==> config.mk <==
export PLATFORM = sky130hd
export DESIGN_NAME = ram_stream_reader_flat
export DESIGN_NICKNAME = d
export VERILOG_FILES = /design/src/rtl/ram_stream_reader_if.sv /design/src/rtl/ram_stream_reader.sv /design/src/flat_wrapper.sv
export SDC_FILE = /design/constraint.sdc
export NUM_CORES = 1
export LEC_CHECK = 0
export CORE_ASPECT_RATIO = 1.25
export CORE_MARGIN = 2
export CORE_UTILIZATION = 50
export DETAILED_ROUTE_END_ITERATION = 8
export PLACE_DENSITY = 0.76
export SLEW_MARGIN = 10
export SYNTH_ARGS = -nofsm -noshare
export SYNTH_HDL_FRONTEND = slang
export SYNTH_SLANG_ARGS = --single-unit
==> constraint.sdc <==
create_clock -name clk -period 5.91 [get_ports clk]
set_clock_uncertainty 0.1 [all_clocks]
set_input_delay 0.591 -clock clk [delete_from_list [all_inputs] [get_ports clk]]
set_output_delay 0.591 -clock clk [all_outputs]
set_load 0.02 [all_outputs]
==> src/rtl/ram_stream_reader_if.sv <==
// Output stream bundle for ram_stream_reader: valid/ready word stream with
// a last-word marker. The master drives the words; the slave drives ready.
interface ram_stream_reader_if;
   logic        m_valid;
   logic        m_ready;
   logic [31:0] m_data;
   logic        m_last;

   modport master (output m_valid, output m_data, output m_last, input m_ready);
   modport slave  (input m_valid, input m_data, input m_last, output m_ready);
endinterface

==> src/rtl/ram_stream_reader.sv <==
// ram_stream_reader: reads a burst of words from a synchronous-read RAM and
// streams them out through a small FIFO with valid/ready handshake.
// Reads are issued combinationally on ramAddress; the RAM returns data on
// rdData in the following cycle, which is pushed into the FIFO on that edge.
// Optional feature: define CHECKSUM_EN to add a 32-bit running sum of all
// transferred words on the checksum output.
module ram_stream_reader #(
   parameter int RAM_SIZE   = 1024,
   parameter int FIFO_DEPTH = 2
) (
   input  logic        clk,
   input  logic        rst,
   input  logic        start,
   input  logic [31:0] base_addr,
   input  logic [31:0] length,
   output logic        busy,
   output logic        done,
   output logic [31:0] ramAddress,
   output logic        we,
   input  logic [31:0] rdData,
`ifdef CHECKSUM_EN
   output logic [31:0] checksum,
`endif
   ram_stream_reader_if.master m
);

   localparam int          PW     = (FIFO_DEPTH > 1) ? $clog2(FIFO_DEPTH) : 1;
   localparam int          CW     = $clog2(FIFO_DEPTH + 1);
   localparam logic [31:0] RAM_SZ = 32'(RAM_SIZE);
   localparam logic [31:0] FDEPTH = 32'(FIFO_DEPTH);

   typedef enum logic [1:0] {S_IDLE, S_RUN, S_DRAIN, S_DONE} state_t;

   state_t         r_state, w_state_nxt;
   logic [31:0]    r_len, r_idx, r_next_addr, r_addr_hold;
   logic           r_inflight, r_inf_last;
   logic [31:0]    r_mem_data [FIFO_DEPTH];
   logic           r_mem_last [FIFO_DEPTH];
   logic [PW-1:0]  r_wr_ptr, r_rd_ptr;
   logic [CW-1:0]  r_count;
   logic           w_issue, w_accept, w_push, w_pop, w_room, w_valid, w_last_idx;
   logic [31:0]    w_occ;

   // A word arriving on rdData this cycle is always pushed; a pop frees a
   // slot in the same cycle, which keeps the stream at one word per cycle.
   assign w_valid    = (r_count != '0);
   assign w_pop      = w_valid & m.m_ready;
   assign w_push     = r_inflight;
   assign w_occ      = 32'(r_count) + {31'b0, r_inflight} - {31'b0, w_pop};
   assign w_room     = (w_occ < FDEPTH);
   assign w_last_idx = (r_idx == r_len - 32'd1);

   assign m.m_valid  = w_valid;
   assign m.m_data   = w_valid ? r_mem_data[r_rd_ptr] : 32'd0;
   assign m.m_last   = w_valid ? r_mem_last[r_rd_ptr] : 1'b0;
   assign ramAddress = w_issue ? r_next_addr : r_addr_hold;
   assign we         = 1'b0;

   // FSM state register
   always_ff @(posedge clk or posedge rst) begin
      if (rst) r_state <= S_IDLE;
      else     r_state <= w_state_nxt;
   end

   // FSM next state, read issue and status outputs
   always_comb begin
      w_state_nxt = r_state;
      w_issue     = 1'b0;
      w_accept    = 1'b0;
      case (r_state)
         S_IDLE: begin
            if (start) begin
               w_accept    = 1'b1;
               w_state_nxt = (length == 32'd0) ? S_DONE : S_RUN;
            end
         end
         S_RUN: begin
            if (w_room) begin
               w_issue = 1'b1;
               if (w_last_idx) w_state_nxt = S_DRAIN;
            end
         end
         S_DRAIN: begin
            // Leave once the last buffered word is being taken this cycle.
            if (!r_inflight && (r_count == CW'(w_pop))) w_state_nxt = S_DONE;
         end
         S_DONE:  w_state_nxt = S_IDLE;
         default: w_state_nxt = S_IDLE;
      endcase
      busy = (r_state == S_RUN) || (r_state == S_DRAIN) || (w_accept && !rst);
      done = (r_state == S_DONE);
   end

   // Burst parameters, issue counter, address generation, read tracking
   always_ff @(posedge clk or posedge rst) begin
      if (rst) begin
         r_len       <= '0;
         r_idx       <= '0;
         r_next_addr <= '0;
         r_addr_hold <= '0;
         r_inflight  <= 1'b0;
         r_inf_last  <= 1'b0;
      end else begin
         if (w_accept) begin
            r_len       <= length;
            r_idx       <= '0;
            r_next_addr <= base_addr % RAM_SZ;
         end else if (w_issue) begin
            r_idx       <= r_idx + 32'd1;
            r_next_addr <= (r_next_addr == RAM_SZ - 32'd1) ? 32'd0 : r_next_addr + 32'd1;
            r_addr_hold <= r_next_addr;
         end
         r_inflight <= w_issue;
         r_inf_last <= w_issue && w_last_idx;
      end
   end

   // FIFO pointers and occupancy
   always_ff @(posedge clk or posedge rst) begin
      if (rst) begin
         r_wr_ptr <= '0;
         r_rd_ptr <= '0;
         r_count  <= '0;
      end else begin
         if (w_push) r_wr_ptr <= (r_wr_ptr == PW'(FIFO_DEPTH - 1)) ? '0 : r_wr_ptr + PW'(1);
         if (w_pop)  r_rd_ptr <= (r_rd_ptr == PW'(FIFO_DEPTH - 1)) ? '0 : r_rd_ptr + PW'(1);
         r_count <= r_count + CW'(w_push) - CW'(w_pop);
      end
   end

   // FIFO storage; contents are masked at the output while empty
   always_ff @(posedge clk) begin
      if (w_push) begin
         r_mem_data[r_wr_ptr] <= rdData;
         r_mem_last[r_wr_ptr] <= r_inf_last;
      end
   end

`ifdef CHECKSUM_EN
   logic [31:0] r_sum;
   assign checksum = r_sum;

   // Running sum of transferred words, restarted on each accepted start
   always_ff @(posedge clk or posedge rst) begin
      if (rst)           r_sum <= '0;
      else if (w_accept) r_sum <= '0;
      else if (w_pop)    r_sum <= r_sum + m.m_data;
   end
`endif

endmodule

==> src/flat_wrapper.sv <==
// flat-port wrapper written by rule: the top's interface ports become plain ports
module ram_stream_reader_flat 
#(
   parameter int RAM_SIZE   = 1024,
   parameter int FIFO_DEPTH = 2
)
  (clk, rst, start, base_addr, length, busy, done, ramAddress, we, rdData, m_m_valid, m_m_data, m_m_last, m_m_ready);
  ram_stream_reader_if m_i ();
  input  logic clk;
  input  logic rst;
  input  logic start;
  input  logic [31:0] base_addr;
  input  logic [31:0] length;
  output logic busy;
  output logic done;
  output logic [31:0] ramAddress;
  output logic we;
  input  logic [31:0] rdData;
  output wire logic [$bits(m_i.m_valid)-1:0] m_m_valid;
  output wire logic [$bits(m_i.m_data)-1:0] m_m_data;
  output wire logic [$bits(m_i.m_last)-1:0] m_m_last;
  input wire logic [$bits(m_i.m_ready)-1:0] m_m_ready;
  assign m_m_valid = m_i.m_valid;
  assign m_m_data = m_i.m_data;
  assign m_m_last = m_i.m_last;
  assign m_i.m_ready = m_m_ready;
  ram_stream_reader #(.RAM_SIZE(RAM_SIZE), .FIFO_DEPTH(FIFO_DEPTH)) u_core (.clk(clk), .rst(rst), .start(start), .base_addr(base_addr), .length(length), .busy(busy), .done(done), .ramAddress(ramAddress), .we(we), .rdData(rdData), .m(m_i));
endmodule
==> results.yml <==
floorplanning:
  fp.dieH_um: 165
  die_area_um2: 21800
  die_w_um: 133
  num_io_pins: 169
  std_cell_rows: 58
  start_util_pct: 51.2
  core_area_um2: 20200
global_routing:
  grt_max_degree: 90
  use_met1_pct: 27.1
  grt_overflow: 0
  antenna_found_initial: 0
  grt_pass1_vias: 7986
  grt_util_met2_pct: 40.9
  top_usage_layer: "met2"
  grt_usage_pct: 22.3
  grt_pass1_wl_um: 39900
  grt_use_met3_pct: 3.10
finish:
  final_nets: 1295
  fillCellCount: 1693
  multiInputGateArea_um2: 4690
  final_cell_count_no_fill: 1464
  fin_util_pct: 63.6
  drive_gt1_share_pct: 8.29
  diodes: 0
  seqCellArea_um2: 5390
  most-common-layout-cells: "nand2_1, clkdlybuf4s50_1, dfrtp_1, nor2_1, edfxtp_1"
  areaGrowthSynthToFinish_pct: 24.2
  final_common_cell: "nand2_1"
yosys:
  yosysWarningCount: 0
  synth_edf_count: 66
  synth_seq_cells: 202
  synthArstFlopShare_pct: 67.3
  synthFlopType: "dfrtp_1"
  yosys.cell_types.count: 65
  netlist_area_um2: 10300
  synthCells: 1041
  syn-num-nets: 1158
  syn_area_per_cell_um2: 9.92
  ys_seq_area_share_pct: 52.1
timing:
  min_period_ps: 4810
  tightest_slew_ps: 1040
  setup_tns_ps: 0
  slew_violations: 0
  hold_slack_ps: 356
  post-route-period-util_pct: 81.3
  setup_viol: 0
  relSlewSlack_pct: 30.4
  fmaxAchievable_mhz: 208
  hold_violations: 0
  setup_ws_ps: 1100
  rsz0062_at_grt: "no"
detailed_routing:
  viasPerCell: 5.44
  vias: 7961
  wl_per_cell_um: 16.5
  antenna_left: 0
  drt_first_pass_iters: 5
  drt_iter0_drc: 423
  wl_um: 24200
  drc: 0
outcome:
  run_status: "completed"
critical_path:
  path_cells: "o21ai_1 -> nor2_1 -> ha_1 -> ha_1 -> or3b_2 -> inv_1 -> o21ai_2 -> inv_1 -> buf_4 -> nand2_1 -> nand2_1 -> clkdlybuf4s50_1"
  required_ps: 5220
  critPathCaptureType: "primary output"
  ff2ff_path_depth: 14
  slowest_stage: "clkdlybuf4s50_1"
  crit_fanout: 44
  worstPathArrival_ps: 4110
  critPathTopFamily: "buffers and inverters"
  timing.rr.end: "u_core.r_next_addr[26]"
  critPathMaxStageDelay_ps: 620
  cp-start-kind: "flop"
  r2r_slack_ps: 1570
  r2r-start: "u_core.r_count[1]"
  cp_num_buf_inv: 4
  crit_type: "reg -> out"
power:
  power_density_nw_per_um2: 446
  clock_power_share_pct: 25.9
  internal_power_mw: 3.59
  power.leakage_nw: 5.54
  p_sw_share_pct: 37.3
  p_comb_share_pct: 38.0
  p_switching_mw: 2.13
  irDropWorstVdd_uv: 285
  seq_power_share_pct: 36.1
clocking:
  cts_resized: 0
  cts.sinks: 202
  cts_tree: "built"
  htreeDepth: 1
  cts_buffers: 22
  clock_latency_ps: 500
  clk_path_buf_depth: 3
  post_cts_buffers: 0
  cts_hold_buf: 0
  clk_pin_slew_worst_paths_ps: 60
  cts-root-buf: "clkbuf_16"
placed_design:
  dp.cells: 1424
  finalWeightedCongestion: 0.897
  pre_cts_ws_ps: 1170
  hpwl_um: 16600
  port_buffers: 145
min_path:
  min_path_type: "reg -> reg"
  holdCritStartpoint: "u_core.r_inf_last"
  hold_end: "u_core.r_mem_last[0]"
  hold_depth: 0
job:
  cap_viol_max_count: 0
[power by group through the flow]
stage          Clock [mW]  Sequential (mW)  Combinational [mW]
2_1_floorplan           0             1.94                1.52
3_3_place_gp            0             2.08                2.13
3_5_place_dp            0             2.08                2.17
4_1_cts              1.52             2.06                2.19
5_1_grt              1.56             2.11                2.38
6_report             1.48             2.07                2.17
[metrics by stage]
stage / total power [mW] / area (µm²)
3_5_place_dp: 4.26 / 12000
2_1_floorplan: 3.46 / 10300
3_3_place_gp: 4.20 / 12000
6_report: 5.72 / 12800
5_1_grt: 6.06 / 12800
4_1_cts: 5.77 / 12800
[cells in the mapped netlist (all sizes together), types with 6 or more instances]
master    n  area share [%]
and3     17             1.0
edfxtp   66              19
nand2b    6            0.36
ha       16             1.9
mux2i    37             3.6
buf       6            0.27
nor2    106             3.9
nand3    26             1.3
dfrtp   136              33
xnor2    41             3.5
o21ai    34             1.6
a21oi    16            0.78
clkbuf   36             1.3
nor3     23             1.1
inv      26            0.94
nor4     24             1.8
nand2   240             8.7
and4      6            0.51
nand4    22             1.4
mux2     31             3.4
xor2     51             4.3
[area by class of cell]
class	instances	share of cell area, %
sequential	202	42.0
multi-input combinational	771	36.6
timing repair buffer	155	11.9
clock buffer	27	4.60
tap	270	2.63
clock inverter	13	1.53
inverter	26	0.780
[cells by family after synthesis]
logic type | after synthesis | share of synthesized area [%]
other | 1 | 0.0363
muxes | 68 | 6.97
DFF | 202 | 52.1
and+or+nand+nor | 506 | 22.7
adders and majority gates | 17 | 2.13
AOI/OAI and AO/OA | 87 | 5.71
buffers and inverters | 68 | 2.52
xor gates and xnor gates | 92 | 7.80
[sequential cells by signal, summed over array words and instances (netlist names)]
name                flops
u_core.r_mem_data      64
u_core.r_next_addr     32
u_core.r_count          2
u_core.r_idx           32
u_core.r_addr_hold     32
u_core.r_inflight       1
u_core.r_wr_ptr         1
u_core.r_mem_last       2
u_core.r_rd_ptr         1
u_core.r_state          2
u_core.r_inf_last       1
u_core.r_len           32
[per-layer routing]
metal | up-vias | part of all wire [%]
li1 | 3875 | -
met1 | 3849 | 41
met2 | 189 | 52
met3 | 48 | 4.5
met4 | 0 | 2.9
met5 | - | 0
[worst max path at each step]
| stage | startpoint | to | depth (start not counted) |
|---|---|---|---|
| 2_1_floorplan | rst | u_core.r_addr_hold[0] | 1 |
| 3_3_place_gp | m_m_ready | u_core.r_next_addr[26] | 15 |
| 3_5_place_dp | m_m_ready | u_core.r_next_addr[26] | 15 |
| 4_1_cts | u_core.r_count[1] | ramAddress[28] | 12 |
| 5_1_grt | u_core.r_count[1] | ramAddress[30] | 12 |
| 6_report | u_core.r_count[1] | ramAddress[28] | 12 |
Note: power is estimated with default switching activity, not from simulation.
